==> config.mk <==
export PLATFORM = sky130hd
export DESIGN_NAME = nx_ram_hw_seq_flat
export DESIGN_NICKNAME = d
export VERILOG_FILES = /design/src/rtl/nx_ram_hw_seq_if.sv /design/src/rtl/nx_ram_hw_seq.sv /design/src/flat_wrapper.sv
export SDC_FILE = /design/constraint.sdc
export NUM_CORES = 1
export LEC_CHECK = 0
export CORE_UTILIZATION = 45
export DETAILED_ROUTE_END_ITERATION = 8
export PLACE_DENSITY = 0.8
export RECOVER_POWER = 50
export SLEW_MARGIN = 20
export SYNTH_ARGS = -nofsm -noshare
export SYNTH_HDL_FRONTEND = slang
export SYNTH_SLANG_ARGS = --single-unit
==> constraint.sdc <==
create_clock -name clk -period 6.3 [get_ports clk]
set_input_delay 1.575 -clock clk [delete_from_list [all_inputs] [get_ports clk]]
set_output_delay 1.575 -clock clk [all_outputs]
set_load 0.01 [all_outputs]
==> src/rtl/nx_ram_hw_seq_if.sv <==
`default_nettype none
// ============================================================================
// Module   : nx_ram_hw_seq_if
// Brief    : Bundle of the request/response stream and the RAM-wrapper
//            hw_* port driven by nx_ram_hw_seq.
//            slave  - the sequencer's view (serves requests, drives hw_*)
//            master - the surrounding logic's view (issues requests, models
//                     the wrapper)
// Revision : 1.0 - initial release
// ============================================================================
interface nx_ram_hw_seq_if #(
    parameter int ADDR_W = 14,
    parameter int DATA_W = 38
);
    // Request stream
    logic              req_valid;
    logic              req_ready;
    logic              req_we;
    logic [ADDR_W-1:0] req_addr;
    logic [DATA_W-1:0] req_bwe;
    logic [DATA_W-1:0] req_wdat;
    // Response stream
    logic              rsp_valid;
    logic              rsp_ready;
    logic [DATA_W-1:0] rsp_dat;
    logic              init_done;
    // RAM wrapper hardware port
    logic [ADDR_W-1:0] hw_add;
    logic              hw_we;
    logic [DATA_W-1:0] hw_bwe;
    logic              hw_cs;
    logic [DATA_W-1:0] hw_din;
    logic [DATA_W-1:0] hw_dout;
    logic              hw_yield;

    modport slave (
        input  req_valid, req_we, req_addr, req_bwe, req_wdat, rsp_ready,
               hw_dout, hw_yield,
        output req_ready, rsp_valid, rsp_dat, init_done,
               hw_add, hw_we, hw_bwe, hw_cs, hw_din
    );

    modport master (
        output req_valid, req_we, req_addr, req_bwe, req_wdat, rsp_ready,
               hw_dout, hw_yield,
        input  req_ready, rsp_valid, rsp_dat, init_done,
               hw_add, hw_we, hw_bwe, hw_cs, hw_din
    );
endinterface
`default_nettype wire

==> src/rtl/nx_ram_hw_seq.sv <==
`default_nettype none
// ============================================================================
// Module   : nx_ram_hw_seq
// Brief    : Hardware-side request sequencer for a 1RW indirect-access RAM
//            wrapper. Fills the RAM after reset, then forwards a valid/ready
//            request stream; read data returns in order through a
//            credit-protected response FIFO. Backs off on hw_yield.
// Options  : NX_RAM_HW_SEQ_SKIP_INIT_EN - come out of reset in RUN with no
//            init sweep (init_done rises one cycle after reset release).
// Revision : 1.0 - initial release
// ============================================================================
module nx_ram_hw_seq #(
    parameter int                     N_ENTRIES   = 16384,
    parameter int                     N_DATA_BITS = 38,
    parameter int                     RD_LATENCY  = 1,
    parameter int                     RSP_DEPTH   = 4,
    parameter logic [N_DATA_BITS-1:0] INIT_DATA   = '0
) (
    input wire             clk,
    input wire             rst,
    nx_ram_hw_seq_if.slave bus
);

    localparam int c_ADDR_W = $clog2(N_ENTRIES);
    localparam int c_PTR_W  = $clog2(RSP_DEPTH) + 1;
    localparam int c_CRD_W  = $clog2(RSP_DEPTH + 1);
    localparam logic [c_ADDR_W-1:0] c_LAST_ADDR = c_ADDR_W'(N_ENTRIES - 1);
    localparam logic [c_CRD_W-1:0]  c_CRD_MAX   = c_CRD_W'(RSP_DEPTH);

    localparam logic [0:0] c_ST_INIT = 1'b0;
    localparam logic [0:0] c_ST_RUN  = 1'b1;
`ifdef NX_RAM_HW_SEQ_SKIP_INIT_EN
    localparam logic [0:0] c_ST_RESET = c_ST_RUN;
`else
    localparam logic [0:0] c_ST_RESET = c_ST_INIT;
`endif

    logic [0:0]             r_state;
    logic [0:0]             w_state_nxt;
    logic [c_ADDR_W-1:0]    r_init_cnt;
    logic                   r_init_done;
    logic [c_CRD_W-1:0]     r_credits;
    logic [RD_LATENCY-1:0]  r_rd_vld;
    logic [N_DATA_BITS-1:0] r_fifo [RSP_DEPTH];
    logic [c_PTR_W-1:0]     r_wptr;
    logic [c_PTR_W-1:0]     r_rptr;

    logic                   w_hw_cs;
    logic                   w_hw_we;
    logic [c_ADDR_W-1:0]    w_hw_add;
    logic [N_DATA_BITS-1:0] w_hw_bwe;
    logic [N_DATA_BITS-1:0] w_hw_din;
    logic                   w_req_ready;
    logic                   w_init_last_wr;
    logic                   w_rd_issue;
    logic                   w_push;
    logic                   w_pop;
    logic                   w_empty;
    logic                   w_full;

    // Response FIFO status; full/empty come from the pointer wrap bit.
    assign w_empty = (r_wptr == r_rptr);
    assign w_full  = (r_wptr[c_PTR_W-1] != r_rptr[c_PTR_W-1]) &&
                     (r_wptr[c_PTR_W-2:0] == r_rptr[c_PTR_W-2:0]);
    assign w_pop   = !w_empty && bus.rsp_ready;
    assign w_push  = r_rd_vld[RD_LATENCY-1];

    assign w_init_last_wr = (r_state == c_ST_INIT) && w_hw_cs && (r_init_cnt == c_LAST_ADDR);
    assign w_rd_issue     = w_hw_cs && !w_hw_we && (r_state == c_ST_RUN);

    // State register.
    always_ff @(posedge clk or posedge rst) begin
        if (rst) r_state <= c_ST_RESET;
        else     r_state <= w_state_nxt;
    end

    // Next state: leave INIT once the last entry has been written.
    always_comb begin
        w_state_nxt = r_state;
        if (r_state == c_ST_INIT && w_init_last_wr) w_state_nxt = c_ST_RUN;
    end

    // Outputs: init writes in INIT, pass-through of accepted requests in RUN.
    // A read may be accepted in the same cycle as a pop frees a credit.
    always_comb begin
        w_hw_cs     = 1'b0;
        w_hw_we     = 1'b0;
        w_hw_add    = '0;
        w_hw_bwe    = '0;
        w_hw_din    = '0;
        w_req_ready = 1'b0;
        if (!rst) begin
            case (r_state)
                c_ST_INIT: begin
                    if (!bus.hw_yield) begin
                        w_hw_cs  = 1'b1;
                        w_hw_we  = 1'b1;
                        w_hw_add = r_init_cnt;
                        w_hw_bwe = '1;
                        w_hw_din = INIT_DATA;
                    end
                end
                c_ST_RUN: begin
                    w_req_ready = r_init_done && !bus.hw_yield &&
                                  (bus.req_we || (r_credits != '0) || w_pop);
                    if (bus.req_valid && w_req_ready) begin
                        w_hw_cs  = 1'b1;
                        w_hw_we  = bus.req_we;
                        w_hw_add = bus.req_addr;
                        w_hw_bwe = bus.req_bwe;
                        w_hw_din = bus.req_wdat;
                    end
                end
                default: ;
            endcase
        end
    end

    // Init address counter and init_done flag; the counter saturates.
    always_ff @(posedge clk or posedge rst) begin
        if (rst) begin
            r_init_cnt  <= '0;
            r_init_done <= 1'b0;
        end else begin
            if (r_state == c_ST_INIT && w_hw_cs && r_init_cnt != c_LAST_ADDR)
                r_init_cnt <= r_init_cnt + c_ADDR_W'(1);
            if (r_state == c_ST_RUN || w_init_last_wr)
                r_init_done <= 1'b1;
        end
    end

    // Credits: one per free FIFO slot not already claimed by a read in flight.
    always_ff @(posedge clk or posedge rst) begin
        if (rst)                       r_credits <= c_CRD_MAX;
        else if (w_rd_issue && !w_pop) r_credits <= r_credits - c_CRD_W'(1);
        else if (!w_rd_issue && w_pop) r_credits <= r_credits + c_CRD_W'(1);
    end

    // Read-valid delay line matching the wrapper read latency.
    generate
        if (RD_LATENCY == 1) begin : g_lat_one
            always_ff @(posedge clk or posedge rst) begin
                if (rst) r_rd_vld <= '0;
                else     r_rd_vld <= w_rd_issue;
            end
        end else begin : g_lat_multi
            always_ff @(posedge clk or posedge rst) begin
                if (rst) r_rd_vld <= '0;
                else     r_rd_vld <= {r_rd_vld[RD_LATENCY-2:0], w_rd_issue};
            end
        end
    endgenerate

    // FIFO pointers.
    always_ff @(posedge clk or posedge rst) begin
        if (rst) begin
            r_wptr <= '0;
            r_rptr <= '0;
        end else begin
            if (w_push) r_wptr <= r_wptr + c_PTR_W'(1);
            if (w_pop)  r_rptr <= r_rptr + c_PTR_W'(1);
        end
    end

    // FIFO storage; contents are qualified by the pointers so need no reset.
    always_ff @(posedge clk) begin
        if (w_push) r_fifo[r_wptr[c_PTR_W-2:0]] <= bus.hw_dout;
    end

    assign bus.hw_cs     = w_hw_cs;
    assign bus.hw_we     = w_hw_we;
    assign bus.hw_add    = w_hw_add;
    assign bus.hw_bwe    = w_hw_bwe;
    assign bus.hw_din    = w_hw_din;
    assign bus.req_ready = w_req_ready;
    assign bus.rsp_valid = !w_empty;
    assign bus.rsp_dat   = r_fifo[r_rptr[c_PTR_W-2:0]];
    assign bus.init_done = r_init_done;

    a_fifo_no_overflow: assert property (@(posedge clk) disable iff (rst)
        !(w_push && w_full && !w_pop));
    a_credit_no_underflow: assert property (@(posedge clk) disable iff (rst)
        !(w_rd_issue && !w_pop && r_credits == '0));
    a_credit_no_overflow: assert property (@(posedge clk) disable iff (rst)
        r_credits <= c_CRD_MAX);

endmodule
`default_nettype wire
==> src/flat_wrapper.sv <==
// flat-port wrapper written by rule: the top's interface ports become plain ports
module nx_ram_hw_seq_flat 
#(
    parameter int                     N_ENTRIES   = 16384,
    parameter int                     N_DATA_BITS = 38,
    parameter int                     RD_LATENCY  = 1,
    parameter int                     RSP_DEPTH   = 4,
    parameter logic [N_DATA_BITS-1:0] INIT_DATA   = '0
)
  (clk, rst, bus_req_valid, bus_req_we, bus_req_addr, bus_req_bwe, bus_req_wdat, bus_rsp_ready, bus_hw_dout, bus_hw_yield, bus_req_ready, bus_rsp_valid, bus_rsp_dat, bus_init_done, bus_hw_add, bus_hw_we, bus_hw_bwe, bus_hw_cs, bus_hw_din);
  nx_ram_hw_seq_if bus_i ();
  input wire clk;
  input wire rst;
  input wire logic [$bits(bus_i.req_valid)-1:0] bus_req_valid;
  input wire logic [$bits(bus_i.req_we)-1:0] bus_req_we;
  input wire logic [$bits(bus_i.req_addr)-1:0] bus_req_addr;
  input wire logic [$bits(bus_i.req_bwe)-1:0] bus_req_bwe;
  input wire logic [$bits(bus_i.req_wdat)-1:0] bus_req_wdat;
  input wire logic [$bits(bus_i.rsp_ready)-1:0] bus_rsp_ready;
  input wire logic [$bits(bus_i.hw_dout)-1:0] bus_hw_dout;
  input wire logic [$bits(bus_i.hw_yield)-1:0] bus_hw_yield;
  output wire logic [$bits(bus_i.req_ready)-1:0] bus_req_ready;
  output wire logic [$bits(bus_i.rsp_valid)-1:0] bus_rsp_valid;
  output wire logic [$bits(bus_i.rsp_dat)-1:0] bus_rsp_dat;
  output wire logic [$bits(bus_i.init_done)-1:0] bus_init_done;
  output wire logic [$bits(bus_i.hw_add)-1:0] bus_hw_add;
  output wire logic [$bits(bus_i.hw_we)-1:0] bus_hw_we;
  output wire logic [$bits(bus_i.hw_bwe)-1:0] bus_hw_bwe;
  output wire logic [$bits(bus_i.hw_cs)-1:0] bus_hw_cs;
  output wire logic [$bits(bus_i.hw_din)-1:0] bus_hw_din;
  assign bus_i.req_valid = bus_req_valid;
  assign bus_i.req_we = bus_req_we;
  assign bus_i.req_addr = bus_req_addr;
  assign bus_i.req_bwe = bus_req_bwe;
  assign bus_i.req_wdat = bus_req_wdat;
  assign bus_i.rsp_ready = bus_rsp_ready;
  assign bus_i.hw_dout = bus_hw_dout;
  assign bus_i.hw_yield = bus_hw_yield;
  assign bus_req_ready = bus_i.req_ready;
  assign bus_rsp_valid = bus_i.rsp_valid;
  assign bus_rsp_dat = bus_i.rsp_dat;
  assign bus_init_done = bus_i.init_done;
  assign bus_hw_add = bus_i.hw_add;
  assign bus_hw_we = bus_i.hw_we;
  assign bus_hw_bwe = bus_i.hw_bwe;
  assign bus_hw_cs = bus_i.hw_cs;
  assign bus_hw_din = bus_i.hw_din;
  nx_ram_hw_seq #(.N_ENTRIES(N_ENTRIES), .N_DATA_BITS(N_DATA_BITS), .RD_LATENCY(RD_LATENCY), .RSP_DEPTH(RSP_DEPTH), .INIT_DATA(INIT_DATA)) u_core (.clk(clk), .rst(rst), .bus(bus_i));
endmodule
==> reports/summary.txt, run 1 <==
==================================================================================
Synth unique cells ..................................................           40
Fill cell instance count of the final layout ........................         1138
Number of global-route vias before repair ...........................         5068
DRT antenna net count ...............................................            0
Failing checks ...................................................... max-capacitance violations, max-slew violations
Number of max-capacitance violations reported .......................            4
Type of the tightest min-delay check ................................ flip-flop to flip-flop
Crit path buffers/inverters .........................................            3
F_max ...............................................................    0.182 GHz
Sw frac .............................................................        0.216
Die Outline Area ....................................................    17400 um2
Buffers on Ports ....................................................          266
Total setup violations reported at the end of the flow ..............            0
Switch Pwr ..........................................................       531 uW
Number of cells on the worst hold path ..............................            1
Met2 track demand over resource .....................................        0.377
Slew Limit Headroom .................................................       -0.948
Residual DRC count ..................................................            0
Pre-Repair DR Iteration Count .......................................            4
Worst Setup Start Kind .............................................. primary input
Die boundary width ..................................................       132 um
Clock sinks .........................................................          178
Run status .......................................................... complete, but fails checks
# hold bufs at CTS ..................................................            0
Kind of cell adding the most delay to the critical path ............. buffers and inverters
Cell internal pwr ...................................................      1930 uW
Buffers inserted during post-CTS setup optimization .................            0
Share of power burned in combinational logic ........................        0.084
Peak VDD IR .........................................................       182 uV
Total area of multi-input combinational cells .......................     2200 um2
Signed area change from the synthesized netlist to the final layout .        44.4%
Worst clock skew ....................................................   0.00607 ns
Class of the most critical setup path ............................... primary input to output port
Initial detailed-routing violation count ............................          288
Time the final worst path needs with I/O delays and setup ...........      5.49 ns
Number of antenna violations at the first check in global routing ...            3
Setup Slack @ Placement .............................................     0.831 ns
Gate count after technology mapping .................................          432
TritonCTS clock tree ................................................          yes
Number of cells on the critical path ................................            7
HPWL after DPL ......................................................     13600 um
Yosys Warn Count ....................................................            0
Peak per-stage delay on the critical path ...........................      0.57 ns
First-pass GRT wire length ..........................................     29600 um
Clock network fraction of design power ..............................        0.377
Effective utilization at floorplan ..................................        0.459
Fraction of final layout cells with drive strength greater than 1 ...        0.125
Number of clock buffers inserted by TritonCTS .......................           17
Cell area after synthesis ...........................................     7590 um2
Signal arrival time at the worst endpoint ...........................      3.91 ns
Number of cells traversed by the worst register-to-register path ....            3
Sequential-to-total area share from yosys stat ......................        0.688
Wirelength per Cell .................................................      21.0 um
Clock root buffer ...................................................    clkbuf_16
Cell seen most often among critical-path stages ..................... clkdlybuf4s50_1
Final Slew Violations ...............................................          157
CP required .........................................................      4.72 ns
RSZ-0062 raised after global routing ................................        false
Count of pins on the block boundary .................................          267
Sequential standard cell area .......................................     5220 um2
Routability Congestion ..............................................        0.949
Wire length after detailed routing ..................................     19600 um
Number of gates resized after cts ...................................            0
Transition time at the pin with the least slew margin ...............      2.92 ns
Hold Vio Cnt, Final .................................................            0
Via density per instance ............................................         5.09
Leakage dissipation .................................................   0.00407 uW
Met3 Usage GRT ......................................................       0.0915
Worst-Skew Late Latency .............................................      0.42 ns
Clock slew at reported path FFs .....................................      0.06 ns
Endpoint class of the critical path .................................  output port
Area of the core ....................................................    16500 um2
Sequential share of power ...........................................        0.540
Power per cell area .................................................   224 nW/um2
Chip height .........................................................       132 um
Mapped Avg Cell Area ................................................     17.6 um2
Crit path cell chain ................................................ clkdlybuf4s50_1, nor2_1, and4_2, a21boi_4, buf_4, and2_1, clkdlybuf4s50_1
Synthesized netlist net count .......................................          574
Final period util ...................................................        0.871
Largest net degree at the start of global routing ...................           56
Minimum hold slack ..................................................     0.500 ns
CTS HTree Levels ....................................................            4
Core Rows ...........................................................           47
Met1 capacity usage during global routing ...........................        0.290
Setup slack of the critical path after layout .......................     0.811 ns
Busiest metal layer after global routing ............................         met2
Synthesis-stage register bit count ..................................          178
Final #Nets .........................................................          840
Total GRT Usage .....................................................        0.234
Setup total negative slack ..........................................         0 ns
Count of vias placed by the detailed router .........................         4747
Crit-path slowest cell .............................................. clkdlybuf4s50_1
Gr ovfl total .......................................................            0
Crit path max fanout ................................................           55
Largest buffer count on any clock path ..............................            2
==================================================================================
==> cell usage after synthesis <==
master | count | share of area
a21o_1 | 38 | 0.038
nand2_1 | 9 | 0.0045
and2_1 | 42 | 0.035
mux2_2 | 4 | 0.0059
nor3b_1 | 2 | 0.0020
mux4_2 | 38 | 0.11
a22o_1 | 14 | 0.016
dfrtp_1 | 25 | 0.082
or3_4 | 1 | 0.0015
clkbuf_1 | 9 | 0.0045
buf_6 | 5 | 0.0074
nand4_1 | 3 | 0.0025
and4_2 | 1 | 0.0013
nor4_1 | 4 | 0.0033
a21boi_2 | 1 | 0.0015
ha_1 | 7 | 0.012
or3_1 | 1 | 0.00083
a21oi_1 | 2 | 0.0013
nor2b_1 | 1 | 0.00083
buf_4 | 2 | 0.0020
xor2_1 | 17 | 0.020
dfstp_2 | 1 | 0.0035
fa_1 | 1 | 0.0026
edfxtp_1 | 152 | 0.60
mux2i_1 | 1 | 0.0013
o21ai_0 | 2 | 0.0013
o31ai_4 | 1 | 0.0028
inv_1 | 8 | 0.0040
or4_4 | 1 | 0.0015
nand3_1 | 6 | 0.0040
nor3_1 | 3 | 0.0020
and3_1 | 2 | 0.0016
or2_2 | 2 | 0.0016
buf_2 | 9 | 0.0059
nand2b_1 | 1 | 0.00083
a311oi_1 | 1 | 0.0012
buf_1 | 1 | 0.00049
nor2_1 | 10 | 0.0049
a21o_2 | 1 | 0.0012
xnor2_1 | 3 | 0.0035
==> layer usage <==
metal	wire length, um	share of wire	vias to the layer above
met3	1560	0.080	21
met1	7840	0.40	2311
met4	336	0.017	2
met5	13	0.00066	-
li1	-	-	2210
met2	9800	0.50	203
==> state kept, by name (all words and copies together) (netlist names) <==
name and count:
u_core.r_state 1, u_core.r_rptr 3, u_core.r_fifo 152, u_core.bus.init_done 1, u_core.r_rd_vld 1, u_core.r_credits 3, u_core.r_wptr 3, u_core.r_init_cnt 14
==> cell type report <==
type                    count  area share
diodes                      2    0.000457
clock buffers              18      0.0392
repair buffers            273       0.248
well taps                 220      0.0251
flip-flops and latches    178       0.476
inverters                   8     0.00274
clock inverters            13     0.00788
multi-input cells         220       0.201
==> stage by stage <==
step	total power, uW	util	cells	area [um2]
2_1_floorplan	1410	-	432	7590
3_3_place_gp	1550	0.632	899	10400
3_5_place_dp	1560	0.632	899	10400
4_1_cts	2490	0.663	930	11000
5_1_grt	2550	0.663	932	11000
6_report	2460	0.663	932	11000
==> final timing paths <==
kind                                   from                   end  slack [ns]
max                                     rst        bus_hw_din[11]        0.81
min                        u_core.r_rptr[2]      u_core.r_rptr[2]        0.50
max reg2reg                u_core.r_wptr[0]  u_core.r_fifo[2][14]        3.02
min reg2reg                u_core.r_rptr[2]      u_core.r_rptr[2]        0.50
max in group asynchronous               rst      u_core.r_rptr[0]        4.23
min in group asynchronous               rst  u_core.r_init_cnt[7]        1.66
==> worst reg2reg max path: stages, from the launching register on <==
cell	delay [ns]
dfrtp_1	0.45
inv_1	0.12
ha_1	0.14
and2_0	2.09
==> cells in the final DEF, fill, tap and decap left out, types with 2 or more instances in the layout <==
cell type | synthesis | routed
edfxtp_1 | 152 | 152
dfrtp_1 | 25 | 23
nand2_1 | 9 | 9
and2_0 | 0 | 4
clkdlybuf4s50_1 | 0 | 228
a22o_1 | 14 | 14
inv_1 | 8 | 7
buf_4 | 2 | 7
and2_1 | 42 | 38
mux4_2 | 38 | 38
nor3_1 | 3 | 2
clkbuf_16 | 0 | 17
clkinv_1 | 0 | 3
dfrtp_2 | 0 | 2
inv_6 | 0 | 4
nand4_1 | 3 | 3
a21o_1 | 38 | 38
xor2_1 | 17 | 17
o21ai_0 | 2 | 2
ha_1 | 7 | 7
nor3b_1 | 2 | 2
xnor2_1 | 3 | 3
or2_2 | 2 | 2
a21oi_1 | 2 | 2
dlygate4sd3_1 | 0 | 38
clkinv_2 | 0 | 2
nor4_1 | 4 | 4
nand3_1 | 6 | 6
nor2_1 | 10 | 10
mux2_2 | 4 | 4
diode_2 | 0 | 2
clkinvlp_4 | 0 | 4
and3_1 | 2 | 2
==> power groups by stage <==
stage | Combinational (uW) | Clock, uW | Sequential (uW)
finish | 206 | 926 | 1330
global route | 222 | 995 | 1330
CTS | 212 | 947 | 1330
detailed placement | 210 | 0 | 1350
global placement | 205 | 0 | 1350
floorplan | 64.5 | 0 | 1340
==> cells by family (layout without fill, tap and decap cells) <==
logic type,count (synthesis),after routing,share of synthesized area
DFF,178,178,0.688
adders and majority gates,8,8,0.0142
other,0,2,0
muxes,43,43,0.120
xor gates and xnor gates,20,20,0.0231
AOI/OAI and AO/OA,60,60,0.0630
and+or+nand+nor,89,89,0.0678
buffers and inverters,34,312,0.0242
No activity file was read; power rests on OpenSTA's default activity.
==> run 2, diff against run 1 <==
CORE_MARGIN = 2   (was not set)
CORE_UTILIZATION = 50   (was 45)
CTS_BUF_LIST = sky130_fd_sc_hd__clkbuf_4 sky130_fd_sc_hd__clkbuf_8   (was not set)
PLACE_DENSITY = 0.88   (was 0.8)
==> run 2 against run 1 <==
  * Largest cell class unchanged
  * Register-to-register slack about the same
  * Sequential power about the same
  * The run still ends with max-capacitance violations, max-slew violations left
  * Die area decreased by 6.9%
  * Cell area decreased by 1.4%
  * Setup slack improved by 0.069 ns
  * Sequential cell count unchanged
  * Clock skew increased by 0.0031 ns
  * Final cell count decreased by 3.3%
  * Via count increased by 3.8%
  * Power decreased by 5.6%
==> reports/summary.txt, run 2 (synthesis results as in run 1) <==
==================================================================================
Type of the tightest min-delay check ................................ flip-flop to flip-flop
Total GRT Usage .....................................................        0.263
Run status .......................................................... complete, but fails checks
Count of vias placed by the detailed router .........................         4929
Buffers inserted during post-CTS setup optimization .................            0
Wirelength per Cell .................................................      23.4 um
Largest buffer count on any clock path ..............................            2
Total setup violations reported at the end of the flow ..............            0
Final Cell Area .....................................................    10800 um2
Worst Setup Start Kind .............................................. primary input
Commonest cells after routing, fill and taps aside .................. clkdlybuf4s50_1, edfxtp_1
DRT antenna net count ...............................................            0
Chip height .........................................................       127 um
Peak per-stage delay on the critical path ...........................      0.56 ns
Area of the core ....................................................    15000 um2
Class of the most critical setup path ............................... primary input to output port
CP required .........................................................      4.72 ns
Final Slew Violations ...............................................          157
First-pass GRT wire length ..........................................     30900 um
Gr ovfl total .......................................................            0
Crit path cell chain ................................................ clkdlybuf4s50_1, nor2_1, and4_2, a21boi_4, buf_12, and2_1, clkdlybuf4s50_1
F_max ...............................................................    0.185 GHz
Wire length after detailed routing ..................................     21100 um
Final #Nets .........................................................          838
Count of pins on the block boundary .................................          267
Slew Limit Headroom .................................................       -0.950
TritonCTS clock tree ................................................          yes
Cell seen most often among critical-path stages ..................... clkdlybuf4s50_1
Transition time at the pin with the least slew margin ...............      2.92 ns
Kind of cell adding the most delay to the critical path ............. buffers and inverters
Largest register FFs ................................................          152
Hold Vio Cnt, Final .................................................            0
Buffers on Ports ....................................................          266
Clock slew at reported path FFs .....................................      0.09 ns
Crit path max fanout ................................................           92
Routability Congestion ..............................................        0.938
Cell Area, Placed ...................................................    10400 um2
Largest net degree at the start of global routing ...................           93
Worst-Skew Late Latency .............................................      0.44 ns
Effective utilization at floorplan ..................................        0.505
Pre-Repair DR Iteration Count .......................................            5
RSZ-0062 raised after global routing ................................        false
Worst clock skew ....................................................   0.00912 ns
Failing checks ...................................................... max-capacitance violations, max-slew violations
Core Rows ...........................................................           45
Leakage dissipation .................................................   0.00401 uW
Die boundary width ..................................................       127 um
Number of global-route vias before repair ...........................         5123
Clock sinks .........................................................          178
Crit path buffers/inverters .........................................            3
Crit-path slowest cell .............................................. clkdlybuf4s50_1
Power per cell area .................................................   215 nW/um2
Signed area change from the synthesized netlist to the final layout .        42.5%
Signal arrival time at the worst endpoint ...........................      3.84 ns
Leading cell type in the layout, fill and taps excluded ............. clkdlybuf4s50_1
Peak VDD IR .........................................................       119 uV
Residual DRC count ..................................................            0
Die Outline Area ....................................................    16200 um2
Number of antenna violations at the first check in global routing ...            4
Endpoint class of the critical path .................................  output port
Number of clock buffers inserted by TritonCTS .......................           17
Fraction of final layout cells with drive strength greater than 1 ...        0.123
Number of max-capacitance violations reported .......................            4
HPWL after DPL ......................................................     14900 um
Setup total negative slack ..........................................         0 ns
Initial detailed-routing violation count ............................          385
Time the final worst path needs with I/O delays and setup ...........      5.42 ns
Via density per instance ............................................         5.47
Number of gates resized after cts ...................................            0
Sum of internal, switching and leakage power ........................      2320 uW
CTS HTree Levels ....................................................            4
# hold bufs at CTS ..................................................            0
Final period util ...................................................        0.860
Clock root buffer ...................................................     clkbuf_8
==================================================================================
==> run 2: report_power, final <==
group / switching [uW] / internal [uW]
sequential: 28.9 / 1300
clock: 390 / 395
combinational: 80.8 / 131
total: 500 / 1820
==> run 2: final timing paths <==
check / startpoint / end / slack (ns) / cells after the start
worst min-delay path: u_core.r_wptr[2] / u_core.r_wptr[2] / 0.49 / 1
worst min register to register: u_core.r_wptr[2] / u_core.r_wptr[2] / 0.49 / 1
min in group asynchronous: rst / u_core.bus.init_done / 1.66 / 2
worst max-delay path: rst / bus_hw_din[33] / 0.88 / 7
worst max register to register: u_core.r_wptr[0] / u_core.r_fifo[0][16] / 3.02 / 3
max in group asynchronous: rst / u_core.r_rptr[0] / 4.14 / 2
==> run 2: per-stage QoR <==
step	utilization	setup slack, ns	hold slack (ns)	instances
final	0.719	0.881	0.492	901
after global routing	0.719	0.789	0.501	900
after CTS	0.719	0.921	0.495	897
after detailed placement	0.692	0.932	0.481	865
after global placement	0.692	0.986	0.476	865
after floorplan	-	2.09	0.460	432
==> run 2: area by class of cell <==
class,instances,area (um2)
Tap cell,188,235
Antenna cell,4,10.0
Sequential cell,178,5220
Clock buffer,18,241
Fill cell,933,4220
Inverter,8,30.0
Timing Repair Buffer,271,2710
Multi-Input combinational cell,220,2200
Clock inverter,14,163
==> run 2: worst register-to-register path: stages (launching register included) <==
cell,delay (ns)
dfrtp_1,0.45
inv_1,0.12
ha_1,0.14
and2_0,2.08
==> run 2: layer usage <==
layer  track usage  vias to the layer above  share of wire
li1              -                     2203              -
met1         0.317                     2446           0.37
met2         0.437                      239           0.52
met3        0.0833                       41          0.083
met4         0.116                        0          0.031
met5             0                        -              0
